$ cat src/rtl/mem_arbiter.sv
// Two-port memory arbiter: CPU and loader/debug share one single-ported memory
// with a fixed number of wait states, round-robin arbitration and a loader lock.
`timescale 1ns/1ps
module mem_arbiter #(
  parameter int unsigned WAIT = 1
) (
  input  logic        clk,
  input  logic        reset,
  input  logic        cpu_req,
  input  logic        cpu_we,
  input  logic [31:0] cpu_adr,
  input  logic [31:0] cpu_wd,
  output logic [31:0] cpu_rd,
  output logic        cpu_ready,
  output logic        cpu_stall,
  input  logic        dbg_req,
  input  logic        dbg_we,
  input  logic [31:0] dbg_adr,
  input  logic [31:0] dbg_wd,
  output logic [31:0] dbg_rd,
  output logic        dbg_ready,
  input  logic        dbg_lock,
  output logic        mem_en,
  output logic        mem_we,
  output logic [31:0] mem_adr,
  output logic [31:0] mem_wd,
  input  logic [31:0] mem_rd,
  output logic [1:0]  gnt
);

  typedef enum logic [1:0] {IDLE, BUSY, RESP} state_t;

  localparam logic       OWN_CPU  = 1'b0;
  localparam logic       OWN_DBG  = 1'b1;
  localparam logic [2:0] CNT_LAST = 3'(WAIT);

  state_t     state, state_nxt;
  logic [2:0] cnt;
  logic       owner;
  logic       last_owner;
  logic       we_q;
  logic       grant_any;
  logic       grant_sel;
  logic       rd_capture;
  logic [1:0] owner_oh;

  // Lock only keeps ownership while the loader is actually asking; otherwise
  // plain round-robin against the previous owner.
  always_comb begin
    grant_any = cpu_req | dbg_req;
    if (dbg_lock && (last_owner == OWN_DBG) && dbg_req)
      grant_sel = OWN_DBG;
    else if (cpu_req && dbg_req)
      grant_sel = ~last_owner;
    else if (dbg_req)
      grant_sel = OWN_DBG;
    else
      grant_sel = OWN_CPU;
  end

  assign owner_oh = (owner == OWN_DBG) ? 2'b10 : 2'b01;

  always_ff @(posedge clk) begin
    if (reset)
      state <= IDLE;
    else
      state <= state_nxt;
  end

  always_comb begin
    state_nxt  = state;
    mem_en     = 1'b0;
    mem_we     = 1'b0;
    gnt        = 2'b00;
    cpu_ready  = 1'b0;
    dbg_ready  = 1'b0;
    rd_capture = 1'b0;
    case (state)
      IDLE: begin
        if (grant_any)
          state_nxt = BUSY;
      end
      BUSY: begin
        mem_en = 1'b1;
        mem_we = we_q;
        gnt    = owner_oh;
        if (cnt == CNT_LAST) begin
          rd_capture = ~we_q;
          state_nxt  = RESP;
        end
      end
      RESP: begin
        gnt       = owner_oh;
        cpu_ready = (owner == OWN_CPU);
        dbg_ready = (owner == OWN_DBG);
        state_nxt = IDLE;
      end
      default: state_nxt = IDLE;
    endcase
  end

  assign cpu_stall = cpu_req & ~cpu_ready;

  // Request fields are latched only at grant, so requesters may change or drop
  // their inputs while the access is in flight.
  always_ff @(posedge clk) begin
    if (reset) begin
      cnt        <= 3'd0;
      last_owner <= OWN_DBG;
      owner      <= OWN_CPU;
      we_q       <= 1'b0;
      mem_adr    <= 32'd0;
      mem_wd     <= 32'd0;
      cpu_rd     <= 32'd0;
      dbg_rd     <= 32'd0;
    end else begin
      case (state)
        IDLE: begin
          cnt <= 3'd0;
          if (grant_any) begin
            owner   <= grant_sel;
            we_q    <= grant_sel ? dbg_we  : cpu_we;
            mem_adr <= grant_sel ? dbg_adr : cpu_adr;
            mem_wd  <= grant_sel ? dbg_wd  : cpu_wd;
          end
        end
        BUSY: begin
          cnt <= cnt + 3'd1;
          if (rd_capture) begin
            if (owner == OWN_DBG)
              dbg_rd <= mem_rd;
            else
              cpu_rd <= mem_rd;
          end
        end
        RESP: begin
          cnt        <= 3'd0;
          last_owner <= owner;
        end
        default: cnt <= 3'd0;
      endcase
    end
  end

endmodule
$ cat config.mk
export PLATFORM = sky130hd
export DESIGN_NAME = mem_arbiter
export DESIGN_NICKNAME = d
export VERILOG_FILES = /design/src/rtl/mem_arbiter.sv
export SDC_FILE = /design/constraint.sdc
export NUM_CORES = 1
export LEC_CHECK = 0
export BUFFER_PORTS_ARGS = -buffer_cell sky130_fd_sc_hd__buf_4
export CAP_MARGIN = 20
export CELL_PAD_IN_SITES_DETAIL_PLACEMENT = 1
export CELL_PAD_IN_SITES_GLOBAL_PLACEMENT = 1
export CORE_UTILIZATION = 32
export CTS_BUF_LIST = sky130_fd_sc_hd__clkbuf_16
export DETAILED_ROUTE_END_ITERATION = 12
export PLACE_DENSITY = 0.85
export SLEW_MARGIN = 30
export SYNTH_ARGS = -nofsm -noshare
export SYNTH_HDL_FRONTEND = slang
export SYNTH_SLANG_ARGS = --single-unit
$ cat constraint.sdc
create_clock -name clk -period 4.9 [get_ports clk]
set_input_delay 0.735 -clock clk [delete_from_list [all_inputs] [get_ports clk]]
set_output_delay 0.735 -clock clk [all_outputs]
set_load 0.03 [all_outputs]
==> After elaboration in Yosys (flattened, before gate mapping) <==
Index checks and enable logic that the tools add are counted.
{ "totals": {"output_inout_bits": 135, "regBits": 136, "ram_bits": 0, "word_cells": 49, "latch_bits": 0, "inputBits": 167, "memories": 0, "romBits": 0} }
{ "classes": {"add_sub_neg": 1, "eq_ne": 5, "order_cmp": 0, "n_shift": 0, "n_mux": 17, "mul": 0, "n_bitwise": 7, "n_reduce_logical": 10, "n_div": 0} }
{ "op_table": {"columns": ["operator", "count"], "rows": [
  ["32-bit two-way mux", 2],
  ["1-bit two-way mux", 10],
  ["2-bit two-way mux", 4],
  ["3-bit AND reduction", 2],
  ["1-bit NOT", 5],
  ["2-bit != test, second input constant", 2],
  ["2-bit one-hot mux with 2 select lines", 1],
  ["2-bit AND reduction", 2],
  ["2-bit OR reduction", 2],
  ["3-bit by 1-bit adder with 3-bit output, second input constant", 1],
  ["3-bit by 1-bit equality test with 1-bit output, second input constant", 1],
  ["1-bit logical AND", 3],
  ["2-bit by 1-bit equality test with 1-bit output, second input constant", 1],
  ["2-bit equality test, second input constant", 1],
  ["2-bit logical NOT", 1],
  ["1-bit bitwise AND", 1],
  ["1-bit OR", 1]
]} }

==> Depth between registers and ports, before layout <==
{ "logic_depth": {"depth_word": 4, "mapped_depth": 8} }

==> Least setup slack after synthesis <==
OpenSTA, ideal clock, no wires.
{ "synth_path": {"kind": "flip-flop to output port", "startpoint": "register state[0]", "endpoint": "output port cpu_stall", "required_ns": 4.165, "n_path_buf": 0, "stages_incl_launch_ff": 6, "slack_ns": 2.891, "arrival_ns": 1.274, "cell_sequence": "dfxtp_1 > inv_1 > ha_1 > inv_1 > nor2_1 > nor2b_1"} }
{ "synth_between": {"elab_chain_len": 4} }
{ "synth_rtl": {"columns": ["item", "line_no", "source"], "rows": [
  ["start: declaration", "37", "state_t state, state_nxt;"],
  ["start signal: assignment", "67", "state <= state_nxt;"],
  ["2-bit equality test", "78", "case (state)"],
  ["1-bit two-way mux", "78", null],
  ["via cpu_ready", "14", "output logic cpu_ready,"],
  ["1-bit NOT", "102", "assign cpu_stall = cpu_req & ~cpu_ready;"],
  ["1-bit bitwise AND", "102", null],
  ["end: declaration", "15", "output logic cpu_stall,"]
]} }
The timed path passes the listed nets, and every way through them passes these cells.

==> Final worst setup path <==
{ "layout_path": {"startpoint": "register state[0]", "endpoint": "register mem_adr[20]"} }
{ "layout_between": {"elab_chain_len": 2} }
{ "layout_rtl": {"columns": ["item", "line_no", "source"], "rows": [
  ["2-bit logical NOT", "117", "case (state)"],
  ["2-bit AND reduction (no source line)", null, null],
  ["end signal: assignment", "123", "mem_adr <= grant_sel ? dbg_adr : cpu_adr;"],
  ["end: declaration", "25", "output logic [31:0] mem_adr,"]
]} }
No other way between the ends.
A chain may end at the register's enable or synchronous reset.

==> impl_metrics.env <==
export IMPL_outcome="finished clean"
export IMPL_die_w_um=131.3
export IMPL_dp_hpwl_um=14240
export IMPL_ys_top_cells_by_area="dfxtp_1 51%, nand2_1 14%, a21oi_1 12%"
export IMPL_synth_top_area_cell="dfxtp_1"
export IMPL_yosysUniqueCellTypes=24
export IMPL_relSlewSlack_pct=37.33
export IMPL_via_count=5900
export IMPL_fin_crit_sh_pct=48.98
export IMPL_clock_latency_ps=420
export IMPL_grtUsageMet2_pct=41.40
export IMPL_clkTransAtPathRegs_ps=60
export IMPL_cts_setup_buffers=0
export IMPL_grt_pass1_vias=6118
export IMPL_grt_use_met3_pct=7.986
export IMPL_drt_vias_per_instance=4.962
export IMPL_critical_path_class="reg2reg"
export IMPL_synth_edff_count=0
export IMPL_pin_count=302
export IMPL_cts_sinks=136
export IMPL_setup_viol=0
export IMPL_hold_class="reg2reg"
export IMPL_syn_nets=861
export IMPL_synth_common_cells="194 x nand2_1, 136 x dfxtp_1, 133 x a21oi_1"
export IMPL_firstDrtPassIters=4
export IMPL_wl_um=20570
export IMPL_cts_buffers=17
export IMPL_port_buffers=301
export IMPL_place_ws_ps=2314
export IMPL_path_cells="inv_1, ha_1, nor2b_4, buf_4, nor2_1, a211oi_1"
export IMPL_grt_overflow=0
export IMPL_crit_required_ps=5210
export IMPL_syn_cell_area_mm2=0.005348
export IMPL_cp_arrival_ps=2710
export IMPL_place_congestion=0.7967
export IMPL_rows=46
export IMPL_startpoint_type="flip-flop"
export IMPL_grt_pass1_wl_um=32250
export IMPL_period_needed_ps=2400
export IMPL_htreeDepth=4
export IMPL_grt_max_degree=80
export IMPL_rsz0062_at_grt="no"
export IMPL_instances_no_fill=1189
export IMPL_dp_cells=1158
export IMPL_synth_most_common_cell="nand2_1"
export IMPL_die_h_um=131.3
export IMPL_worstMarginPinSlew_ps=936.5
export IMPL_ys_warn_count=0
export IMPL_drtIter0Drc=229
export IMPL_p_leak_nw=3.723
export IMPL_cp_end_kind="flip-flop"
export IMPL_fin_tns_setup_ps=0
export IMPL_async_reset_ff_share_pct=0
export IMPL_critical_path_max_fanout=39
export IMPL_power_w=0.003372
export IMPL_max_stage_delay_ps=640
export IMPL_synthToLayoutAreaGrowth_pct=56.36
export IMPL_top_usage_layer="met2"
export IMPL_detail_route_wl_per_cell_um=17.30
export IMPL_ant_nets=0
export IMPL_synth_seq_area_share_pct=50.91
export IMPL_grtUsageTotal_pct=23.86
export IMPL_postLayoutSetupSlackWorst_ps=2500
export IMPL_hold_viol=0
export IMPL_syn_avg_cell_area_um2=7.761
export IMPL_syn_inst=689
export IMPL_synth_top_area_share_pct=50.91
export IMPL_synth_seq_cells=136
export IMPL_initial_core_util_pct=33.18
export IMPL_drive_gt1_share_pct=35.15
export IMPL_drv_cap=0
export IMPL_ys_flop_type="dfxtp_1"
export IMPL_max_freq_mhz=416.7
export IMPL_root_buffer="clkbuf_16"
export IMPL_coreArea_mm2=0.01612
export IMPL_grt_met1_usage_pct=25.90
export IMPL_fin_worst_skew_ps=8.674
export IMPL_dieArea_mm2=0.01723
export IMPL_cts_tree="built"
export IMPL_peakVddDrop_mv=0.2480
export IMPL_nets=1133
export IMPL_drc=0
export IMPL_cts_resized_gates=0
export IMPL_fin_util_pct=51.89
export IMPL_cts_path_max_buffers=2
export IMPL_cpMaxStageDelayCell="nor2b_4"
export IMPL_antenna_found_initial=0
export IMPL_slew_viol_final=0
export IMPL_num_antenna_cells=0
export IMPL_p_per_area_mw_per_mm2=403.3
export IMPL_postCtsHoldBufs=0
[per-layer routing]
metal | up-vias | routed length [um]
li1 | 2852 | -
met1 | 2767 | 8125
met2 | 238 | 10150
met3 | 43 | 1553
met4 | 0 | 737
met5 | - | 0
[per-stage QoR]
step / hold slack (ps) / area (um^2)
after floorplan: 421.5 / 5348
after global placement: 435.0 / 7746
after detailed placement: 447.2 / 7746
after CTS: 455.0 / 8362
after global routing: 472.0 / 8362
final: 452.2 / 8362
[cells by family (layout without fill, tap and decap cells)]
kind of cell | after synthesis | in the layout | share of synthesized area, %
adder cells (fa/ha/maj) | 5 | 5 | 1.170
flip-flops | 136 | 136 | 50.91
XOR/XNOR | 1 | 1 | 0.1638
AND/OR/NAND/NOR | 282 | 282 | 20.73
AO/OA/AOI/OAI | 202 | 202 | 22.13
buffers and inverters | 63 | 347 | 4.890
[registers in the layout, summed over array words and instances (netlist names)]
name        cells
we_q            1
state           2
dbg_rd         32
owner           1
mem_adr        32
mem_wd         32
cnt             3
last_owner      1
cpu_rd         32
[report_power, final]
group | internal [W] | leakage, nW | switching (W)
sequential | 0.00119 | 1.11 | 0.0000527
combinational | 0.000294 | 2.30 | 0.000463
clock | 0.000887 | 0.309 | 0.000482
[final timing paths]
| path | startpoint | to | slack (ps) | cells after the start |
|---|---|---|---|---|
| min | cpu_rd[2] | cpu_rd[2] | 450 | 2 |
| min reg2reg | cpu_rd[2] | cpu_rd[2] | 450 | 2 |
| max | state[0] | mem_adr[20] | 2500 | 6 |
| max reg2reg | state[0] | mem_adr[20] | 2500 | 6 |
[worst max-delay path: cells and delay by family, from the launching register on]
| kind | cells | cell delay [ps] |
|---|---|---|
| buf+inv | 2 | 600 |
| compound gates | 1 | 280 |
| simple gates | 2 | 730 |
| fa+ha+maj | 1 | 320 |
| flops | 1 | 340 |
[layout make-up]
class                           instances  area, um^2
Clock buffer                           17       425.4
Clock inverter                         14       190.2
Fill cell                            1998        7754
Inverter                                6       22.52
Multi-Input combinational cell        490        2404
Sequential cell                       136        2723
Tap cell                              216       270.3
Timing Repair Buffer                  310        2327
[placed cells by master (no fill, tap or decap)]
| master | netlist | final |
|---|---|---|
| inv_1 | 5 | 8 |
| a211oi_1 | 65 | 65 |
| bufinv_16 | 0 | 5 |
| a22oi_1 | 1 | 1 |
| or4_1 | 2 | 2 |
| inv_2 | 1 | 1 |
| xnor2_1 | 1 | 1 |
| nor2b_1 | 3 | 2 |
| clkinv_1 | 0 | 3 |
| a21oi_1 | 133 | 133 |
| a22o_1 | 1 | 1 |
| dfxtp_1 | 136 | 136 |
| o21ai_4 | 0 | 1 |
| nor2_1 | 74 | 74 |
| nor4_4 | 0 | 2 |
| and2_1 | 3 | 2 |
| clkinvlp_4 | 0 | 1 |
| nand2_1 | 194 | 193 |
| nand2b_1 | 2 | 2 |
| clkbuf_16 | 0 | 17 |
| nor2b_4 | 0 | 1 |
| and2_2 | 0 | 1 |
| ha_1 | 5 | 5 |
| a211o_1 | 1 | 1 |
| nor3_1 | 1 | 1 |
| clkinv_2 | 0 | 2 |
| nand2_2 | 0 | 1 |
| buf_4 | 2 | 310 |
| nand3b_1 | 1 | 1 |
Note: power is estimated with default switching activity, not from simulation.
